[src/rtl/mc_pkg.sv]
// rtl/mc_pkg.sv - shared encodings for the multicycle datapath
package mc_pkg;

  typedef enum logic [1:0] {
    ST_FETCH = 2'd0,
    ST_EXEC  = 2'd1,
    ST_MEM   = 2'd2,
    ST_WB    = 2'd3
  } mc_state_e;

  localparam logic [2:0] ALU_ADD   = 3'b000;
  localparam logic [2:0] ALU_SUB   = 3'b001;
  localparam logic [2:0] ALU_AND   = 3'b010;
  localparam logic [2:0] ALU_OR    = 3'b011;
  localparam logic [2:0] ALU_XOR   = 3'b100;
  localparam logic [2:0] ALU_SLT   = 3'b101;
  localparam logic [2:0] ALU_SHIFT = 3'b110;
  localparam logic [2:0] ALU_SLTU  = 3'b111;

  localparam logic [1:0] IMM_I = 2'b00;
  localparam logic [1:0] IMM_S = 2'b01;
  localparam logic [1:0] IMM_B = 2'b10;
  localparam logic [1:0] IMM_J = 2'b11;

  localparam logic [1:0] RES_ALU   = 2'b00;
  localparam logic [1:0] RES_MDR   = 2'b01;
  localparam logic [1:0] RES_PC4   = 2'b10;
  localparam logic [1:0] RES_UPPER = 2'b11;

  localparam logic [31:0] NOP = 32'h0000_0013;

endpackage

[src/rtl/mc_datapath_if.sv]
// rtl/mc_datapath_if.sv - single-port memory handshake between datapath and memory
interface mc_datapath_if #(parameter int unsigned XLEN = 32);
  logic            mem_req;
  logic            mem_we;
  logic [XLEN-1:0] mem_addr;
  logic [XLEN-1:0] mem_wdata;
  logic [XLEN-1:0] mem_rdata;
  logic            mem_ready;

  modport master (output mem_req, mem_we, mem_addr, mem_wdata, input mem_rdata, mem_ready);
  modport slave  (input mem_req, mem_we, mem_addr, mem_wdata, output mem_rdata, mem_ready);
endinterface

[src/rtl/mc_regfile.sv]
// rtl/mc_regfile.sv - 32-entry register file, two async reads, one sync write, x0 hardwired
module mc_regfile #(
  parameter int unsigned XLEN = 32
) (
  input  logic            clk,
  input  logic            we,
  input  logic [4:0]      waddr,
  input  logic [XLEN-1:0] wdata,
  input  logic [4:0]      raddr1,
  input  logic [4:0]      raddr2,
  output logic [XLEN-1:0] rdata1,
  output logic [XLEN-1:0] rdata2
);
  logic [XLEN-1:0] regs [32];

  always_ff @(posedge clk) begin
    if (we && waddr != 5'd0) regs[waddr] <= wdata;
  end

  assign rdata1 = (raddr1 == 5'd0) ? '0 : regs[raddr1];
  assign rdata2 = (raddr2 == 5'd0) ? '0 : regs[raddr2];
endmodule

[src/rtl/mc_datapath.sv]
// rtl/mc_datapath.sv - multicycle datapath: FETCH/EXEC/MEM/WB sequencer, ALU, immediates
// Define MC_DATAPATH_PERF_CNT_EN to add cycle_cnt and instret_cnt outputs.
module mc_datapath
  import mc_pkg::*;
#(
  parameter int unsigned     XLEN     = 32,
  parameter logic [XLEN-1:0] RESET_PC = '0
) (
  input  logic          clk,
  input  logic          reset,
  input  logic [1:0]    ResultSrc,
  input  logic          PCSrc,
  input  logic          ALUSrc,
  input  logic          RegWrite,
  input  logic [1:0]    ImmSrc,
  input  logic [2:0]    ALUControl,
  input  logic          Jalr,
  input  logic          MemRead,
  input  logic          MemWrite,
  output logic [31:0]   Instr,
  output logic          Zero,
  output logic          ALUR31,
  mc_datapath_if.master mem,
  output logic [1:0]    state
`ifdef MC_DATAPATH_PERF_CNT_EN
  ,
  output logic [63:0]   cycle_cnt,
  output logic [63:0]   instret_cnt
`endif
);
  localparam int SHW = $clog2(XLEN);

  mc_state_e       cur_st, nxt_st;
  logic [XLEN-1:0] pc, alu_out, mdr;
  logic [XLEN-1:0] rs1_val, rs2_val, imm_ext, imm_upper, src_b, alu_res;
  logic [XLEN-1:0] pc_plus4, pc_next, result;

  mc_regfile #(.XLEN(XLEN)) u_regfile (
    .clk    (clk),
    .we     (cur_st == ST_WB && RegWrite),
    .waddr  (Instr[11:7]),
    .wdata  (result),
    .raddr1 (Instr[19:15]),
    .raddr2 (Instr[24:20]),
    .rdata1 (rs1_val),
    .rdata2 (rs2_val)
  );

  assign state = cur_st;

  always_comb begin
    imm_ext = '0;
    case (ImmSrc)
      IMM_I: imm_ext = XLEN'($signed(Instr[31:20]));
      IMM_S: imm_ext = XLEN'($signed({Instr[31:25], Instr[11:7]}));
      IMM_B: imm_ext = XLEN'($signed({Instr[31], Instr[7], Instr[30:25], Instr[11:8], 1'b0}));
      IMM_J: imm_ext = XLEN'($signed({Instr[31], Instr[19:12], Instr[20], Instr[30:21], 1'b0}));
      default: imm_ext = '0;
    endcase
  end

  assign imm_upper = XLEN'($signed({Instr[31:12], 12'b0}));
  assign src_b     = ALUSrc ? imm_ext : rs2_val;

  always_comb begin
    alu_res = '0;
    case (ALUControl)
      ALU_ADD:  alu_res = rs1_val + src_b;
      ALU_SUB:  alu_res = rs1_val - src_b;
      ALU_AND:  alu_res = rs1_val & src_b;
      ALU_OR:   alu_res = rs1_val | src_b;
      ALU_XOR:  alu_res = rs1_val ^ src_b;
      ALU_SLT:  alu_res = {{(XLEN-1){1'b0}}, $signed(rs1_val) < $signed(src_b)};
      ALU_SLTU: alu_res = {{(XLEN-1){1'b0}}, rs1_val < src_b};
      ALU_SHIFT: begin
        // funct3 picks left vs right; Instr[30] turns a right shift arithmetic
        if (Instr[14:12] == 3'b001)
          alu_res = rs1_val << src_b[SHW-1:0];
        else if (Instr[30])
          alu_res = $signed(rs1_val) >>> src_b[SHW-1:0];
        else
          alu_res = rs1_val >> src_b[SHW-1:0];
      end
      default: alu_res = '0;
    endcase
  end

  assign Zero   = (alu_res == '0);
  assign ALUR31 = alu_res[XLEN-1];

  assign pc_plus4 = pc + XLEN'(4);
  assign pc_next  = Jalr  ? {alu_out[XLEN-1:1], 1'b0} :
                    PCSrc ? pc + imm_ext : pc_plus4;

  always_comb begin
    result = alu_out;
    case (ResultSrc)
      RES_ALU:   result = alu_out;
      RES_MDR:   result = mdr;
      RES_PC4:   result = pc_plus4;
      RES_UPPER: result = Instr[5] ? imm_upper : pc + imm_upper;
      default:   result = alu_out;
    endcase
  end

  always_ff @(posedge clk or negedge reset) begin
    if (!reset) cur_st <= ST_FETCH;
    else        cur_st <= nxt_st;
  end

  // mem_req is gated by reset so no request is seen while held in reset
  always_comb begin
    nxt_st        = cur_st;
    mem.mem_req   = 1'b0;
    mem.mem_we    = 1'b0;
    mem.mem_addr  = pc;
    mem.mem_wdata = rs2_val;
    case (cur_st)
      ST_FETCH: begin
        mem.mem_req = reset;
        if (mem.mem_ready) nxt_st = ST_EXEC;
      end
      ST_EXEC: nxt_st = (MemRead || MemWrite) ? ST_MEM : ST_WB;
      ST_MEM: begin
        mem.mem_req  = reset;
        mem.mem_we   = reset && MemWrite;
        mem.mem_addr = alu_out;
        if (mem.mem_ready) nxt_st = ST_WB;
      end
      ST_WB:   nxt_st = ST_FETCH;
      default: nxt_st = ST_FETCH;
    endcase
  end

  always_ff @(posedge clk or negedge reset) begin
    if (!reset) begin
      pc      <= RESET_PC;
      Instr   <= NOP;
      alu_out <= '0;
      mdr     <= '0;
    end else begin
      case (cur_st)
        ST_FETCH: if (mem.mem_ready) Instr <= mem.mem_rdata[31:0];
        ST_EXEC:  alu_out <= alu_res;
        ST_MEM:   if (mem.mem_ready) mdr <= mem.mem_rdata;
        ST_WB:    pc <= pc_next;
        default:  ;
      endcase
    end
  end

`ifdef MC_DATAPATH_PERF_CNT_EN
  always_ff @(posedge clk or negedge reset) begin
    if (!reset) begin
      cycle_cnt   <= '0;
      instret_cnt <= '0;
    end else begin
      cycle_cnt <= cycle_cnt + 64'd1;
      if (cur_st == ST_WB) instret_cnt <= instret_cnt + 64'd1;
    end
  end
`endif

endmodule

[src/flat_wrapper.sv]
// flat-port wrapper written by rule: the top's interface ports become plain ports
module mc_datapath_flat import mc_pkg::*;
#(
  parameter int unsigned     XLEN     = 32,
  parameter logic [XLEN-1:0] RESET_PC = '0
)
  (clk, reset, ResultSrc, PCSrc, ALUSrc, RegWrite, ImmSrc, ALUControl, Jalr, MemRead, MemWrite, Instr, Zero, ALUR31, state, mem_mem_req, mem_mem_we, mem_mem_addr, mem_mem_wdata, mem_mem_rdata, mem_mem_ready);
  mc_datapath_if #(.XLEN(XLEN)) mem_i ();
  input  logic clk;
  input  logic reset;
  input  logic [1:0] ResultSrc;
  input  logic PCSrc;
  input  logic ALUSrc;
  input  logic RegWrite;
  input  logic [1:0] ImmSrc;
  input  logic [2:0] ALUControl;
  input  logic Jalr;
  input  logic MemRead;
  input  logic MemWrite;
  output logic [31:0] Instr;
  output logic Zero;
  output logic ALUR31;
  output logic [1:0] state;
  output wire logic [$bits(mem_i.mem_req)-1:0] mem_mem_req;
  output wire logic [$bits(mem_i.mem_we)-1:0] mem_mem_we;
  output wire logic [$bits(mem_i.mem_addr)-1:0] mem_mem_addr;
  output wire logic [$bits(mem_i.mem_wdata)-1:0] mem_mem_wdata;
  input wire logic [$bits(mem_i.mem_rdata)-1:0] mem_mem_rdata;
  input wire logic [$bits(mem_i.mem_ready)-1:0] mem_mem_ready;
  assign mem_mem_req = mem_i.mem_req;
  assign mem_mem_we = mem_i.mem_we;
  assign mem_mem_addr = mem_i.mem_addr;
  assign mem_mem_wdata = mem_i.mem_wdata;
  assign mem_i.mem_rdata = mem_mem_rdata;
  assign mem_i.mem_ready = mem_mem_ready;
  mc_datapath #(.XLEN(XLEN), .RESET_PC(RESET_PC)) u_core (.clk(clk), .reset(reset), .ResultSrc(ResultSrc), .PCSrc(PCSrc), .ALUSrc(ALUSrc), .RegWrite(RegWrite), .ImmSrc(ImmSrc), .ALUControl(ALUControl), .Jalr(Jalr), .MemRead(MemRead), .MemWrite(MemWrite), .Instr(Instr), .Zero(Zero), .ALUR31(ALUR31), .mem(mem_i), .state(state));
endmodule
[config.mk]
export PLATFORM = sky130hd
export DESIGN_NAME = mc_datapath_flat
export DESIGN_NICKNAME = d
export VERILOG_FILES = /design/src/rtl/mc_pkg.sv /design/src/rtl/mc_datapath_if.sv /design/src/rtl/mc_regfile.sv /design/src/rtl/mc_datapath.sv /design/src/flat_wrapper.sv
export SDC_FILE = /design/constraint.sdc
export NUM_CORES = 2
export LEC_CHECK = 0
export CAP_MARGIN = 20
export CORE_MARGIN = 10
export CORE_UTILIZATION = 42
export CTS_BUF_LIST = sky130_fd_sc_hd__clkbuf_4
export DETAILED_ROUTE_END_ITERATION = 10
export GPL_TIMING_DRIVEN = 0
export PLACE_DENSITY = 0.56
export SYNTH_ARGS = -nofsm -noshare
export SYNTH_HDL_FRONTEND = slang
export SYNTH_SLANG_ARGS = --single-unit
[constraint.sdc]
create_clock -name clk -period 23 [get_ports clk]
set_input_delay 3.45 -clock clk [delete_from_list [all_inputs] [get_ports clk]]
set_output_delay 3.45 -clock clk [all_outputs]
set_load 0.005 [all_outputs]
==> run summary <==
• **netlist area before placement** 66800 µm²
• **antenna violations before repair** 24
• **synthesized area per cell** 13.2 µm²
• **Final Critical Period** 16.92 ns
• **number of warnings reported in the yosys synthesis log** 0
• **Crit Path Class** primary input to primary output
• **headroom to the max-slew limit** 6.54%
• **Yosys reg bits** 1154
• **clock-pin slew on the worst setup and hold paths** 0.05 ns
• **Inserted Clock Buffers** 331
• **post-detail-place hpwl** 253000 µm
• **count of port buffers added during placement** 144
• **die height** 419 µm
• **total congestion overflow** 0
• **number of gates resized after CTS** 0
• **Final ANT Viol Nets** 0
• **count of maximum capacitance violations** 0
• **ys flop type** sky130_fd_sc_hd__edfxtp_1
• **wire length of the first global-routing pass** 449000 µm
• **worst reg2reg setup slack** 12.36 ns
• **startpoint of the lowest-slack register-to-register path** u_core.Instr[22]
• **H-tree levels** 5
• **routed wire length** 336000 µm
• **skew final** 0.199 ns
• **post-synthesis sequential area ratio** 50.9%
• **Hold Vio Cnt, Final** 0
• **number of buffers inserted by hold repair at cts** 0
• **First DRT Iteration DRCs** 9055
• **Critical path destination** Zero
• **number of global-route vias before repair** 53000
• **Cell variety after synth** 106
• **clock tree from TritonCTS** done
• **fraction of final layout cells sized beyond drive strength 1** 24.0%
• **number of synthesized flops with an enable pin** 1024
• **share of the synthesized area in compound gates (AO/OA/AOI/OAI)** 12.1%
• **Hold Path Class** register to register
• **source of the critical timing path** ImmSrc[0]
• **Final nets** 5911
• **starting density of the core** 42.2%
• **clock sink count** 1154
• **top-level port count** 150
• **final number of setup-violating endpoints** 0
• **fin util** 49.1%
• **part of the cycle the worst path needs** 73.6%
• **CP arrival** 13.47 ns
• **DIE AREA** 175000 µm²
• **Synth Instances** 5060
• **cell with the most instances after synthesis** sky130_fd_sc_hd__edfxtp_1
• **largest family of logic cells by synthesized area** multiplexers
• **worst r2r path cells** 28
• **width of the die** 419 µm
• **portion of synthesized cell area occupied by the leading cell type** 46.0%
• **cell area after layout** 77700 µm²
• **mean routed wirelength per cell** 41.9 µm
• **endpoint class of the critical path** primary output
• **GPL Wtd Cong** 1.04
• **data required time of the critical path** 19.55 ns
• **number of filler cells placed in the layout** 14000
• **overall routing resource usage** 37.2%
• **async set or reset register ratio after synthesis** 11.3%
• **number of placement rows** 146
• **cell types with the largest area share after synthesis** sky130_fd_sc_hd__edfxtp_1 46%, sky130_fd_sc_hd__mux4_2 15%, sky130_fd_sc_hd__dfrtp_1 4.8%, sky130_fd_sc_hd__mux2i_1 4.6%, sky130_fd_sc_hd__ha_1 2.8%
• **residual DRC count** 0
• **final number of max-transition violations** 0
• **area of placed instances** 73700 µm²
• **via count** 55400
• **Area Overhead vs Synth** 16.2%
• **area of the core** 158000 µm²
• **synth cell count leaders** 1024 x sky130_fd_sc_hd__edfxtp_1, 445 x sky130_fd_sc_hd__mux4_2, 322 x sky130_fd_sc_hd__nor2_1
• **worst reg2reg endpoint** u_core.alu_out[31]
• **adder and majority cell fraction of the synthesized area** 2.97%
• **clock tree root buffer cell** sky130_fd_sc_hd__clkbuf_4
• **slew at the pin closest to its max-slew limit** 1.40 ns
• **maximum number of pins on one net before global-route repair** 68
• **buffer count from post-CTS setup fixing** 0
• **Post-Route Setup TNS** 0 ns
• **sequential standard cell area** 34000 µm²
• **Clk Latency, worst-skew pair** 1.39 ns
• **maximum clock frequency** 0.0591 GHz
• **simple logic cell fraction of the synthesized area** 7.36%
• **Crit Path Max Fanout** 11
• **Multi-input gate area** 31000 µm²
• **Clock Path Buffers** 4
• **portion of netlist area occupied by mux cells** 22.2%
• **xor and xnor area share after synthesis** 1.02%
• **dominant cell type by area after synthesis** sky130_fd_sc_hd__edfxtp_1
• **run status** completed
• **detailed-router iteration count before antenna repair** 7
• **startpoint kind of the worst setup timing path** primary input
• **RSZ-0062 raised after global routing** false
• **via density per instance** 6.92
critical path, cell delays in order:
cell and delay, ns:
sky130_fd_sc_hd__clkdlybuf4s50_1 0.67, sky130_fd_sc_hd__xor2_1 0.46, sky130_fd_sc_hd__nor2_1 0.07, sky130_fd_sc_hd__a21oi_1 0.35
sky130_fd_sc_hd__nand2_1 0.16, sky130_fd_sc_hd__nand2_1 0.27, sky130_fd_sc_hd__clkbuf_1 0.68, sky130_fd_sc_hd__clkbuf_1 0.68
sky130_fd_sc_hd__buf_1 0.64, sky130_fd_sc_hd__clkbuf_1 0.65, sky130_fd_sc_hd__ha_1 0.36, sky130_fd_sc_hd__clkbuf_1 0.22
sky130_fd_sc_hd__a221oi_1 0.53, sky130_fd_sc_hd__o211ai_1 0.30, sky130_fd_sc_hd__a311oi_1 0.54, sky130_fd_sc_hd__nor3_1 0.18
sky130_fd_sc_hd__nor4b_1 0.52, sky130_fd_sc_hd__nor3_1 0.17, sky130_fd_sc_hd__o41ai_1 0.54, sky130_fd_sc_hd__a21oi_1 0.15
sky130_fd_sc_hd__o21bai_1 0.17, sky130_fd_sc_hd__nand2_1 0.13, sky130_fd_sc_hd__a31oi_1 0.24, sky130_fd_sc_hd__xor2_1 0.16
sky130_fd_sc_hd__o21ai_0 0.23, sky130_fd_sc_hd__nor4_2 0.39, sky130_fd_sc_hd__clkdlybuf4s50_1 0.55
how the worst min path moves through the flow:
stage / endpoint / cells past startpoint / slack [ns] / from
2_1_floorplan: u_core.mdr[12] / 1 / 0.47 / u_core.mdr[12]
3_3_place_gp: u_core.mdr[25] / 1 / 0.49 / u_core.mdr[25]
3_5_place_dp: u_core.mdr[25] / 1 / 0.49 / u_core.mdr[25]
4_1_cts: u_core.mdr[25] / 1 / 0.50 / u_core.mdr[25]
5_1_grt: u_core.Instr[3] / 1 / 0.52 / u_core.Instr[3]
6_report: u_core.mdr[25] / 1 / 0.50 / u_core.mdr[25]
sequential cells by signal (all words and copies together) (netlist names):
| register | count |
|---|---|
| u_core.state | 2 |
| u_core.alu_out | 32 |
| u_core.mdr | 32 |
| u_core.pc | 32 |
| u_core.u_regfile.regs | 1024 |
| u_core.Instr | 32 |
cells in the final DEF (no fill, tap or decap), types with 38 or more instances in the layout:
cell type,Yosys,final
sky130_fd_sc_hd__dfrtp_1,127,127
sky130_fd_sc_hd__a211oi_1,46,46
sky130_fd_sc_hd__a22oi_1,129,129
sky130_fd_sc_hd__inv_1,167,167
sky130_fd_sc_hd__o211ai_1,58,58
sky130_fd_sc_hd__clkdlybuf4s50_1,0,143
sky130_fd_sc_hd__nor2_1,322,291
sky130_fd_sc_hd__edfxtp_1,1024,1024
sky130_fd_sc_hd__clkbuf_4,0,474
sky130_fd_sc_hd__a31oi_1,53,52
sky130_fd_sc_hd__nand2b_1,40,40
sky130_fd_sc_hd__a21oi_1,238,236
sky130_fd_sc_hd__buf_8,1,42
sky130_fd_sc_hd__buf_1,63,53
sky130_fd_sc_hd__nor3_1,71,70
sky130_fd_sc_hd__mux2i_1,310,310
sky130_fd_sc_hd__clkinv_1,5,63
sky130_fd_sc_hd__nand3_1,122,122
sky130_fd_sc_hd__xnor2_1,53,53
sky130_fd_sc_hd__o21ai_0,212,197
sky130_fd_sc_hd__clkbuf_1,225,216
sky130_fd_sc_hd__mux2_2,143,143
sky130_fd_sc_hd__o22ai_1,66,66
sky130_fd_sc_hd__buf_2,55,72
sky130_fd_sc_hd__buf_12,3,56
sky130_fd_sc_hd__or3_1,38,38
sky130_fd_sc_hd__ha_1,152,152
sky130_fd_sc_hd__nand2_1,249,249
sky130_fd_sc_hd__mux4_2,445,445
layout make-up:
type	count	area share (%)
multi-input cells	3386	39.9
inverters	175	0.846
clock inverters	74	0.420
well taps	2072	3.34
diodes	14	0.0451
flip-flops and latches	1154	43.8
clock buffers	474	4.58
plain buffers	376	2.20
repair buffers	283	4.92
metal layers:
layer | up-vias | wire (µm) | track usage (%)
li1 | 21800 | - | -
met1 | 28100 | 119000 | 46.1
met2 | 4502 | 150000 | 56.7
met3 | 1056 | 38800 | 9.68
met4 | 10 | 27900 | 26.2
met5 | - | 74 | 0
through the flow:
stage	hold WS (ns)	setup slack (ns)	instances
6_report	0.504	6.08	8008
5_1_grt	0.516	5.82	8002
4_1_cts	0.501	6.35	7989
3_5_place_dp	0.489	6.35	7441
3_3_place_gp	0.488	6.21	7307
2_1_floorplan	0.474	10.48	5091
kinds of logic after synthesis:
| kind of cell | count (synthesis) |
|---|---|
| buffers and inverters | 551 |
| adders and majority gates | 156 |
| and+or+nand+nor | 1034 |
| muxes | 901 |
| xor gates and xnor gates | 78 |
| DFF | 1154 |
| other | 1 |
| AOI/OAI and AO/OA | 1185 |
Power is left out: the tool's default activity adds up to more than one toggle a clock period on the data nets, which glitch-free logic cannot reach.
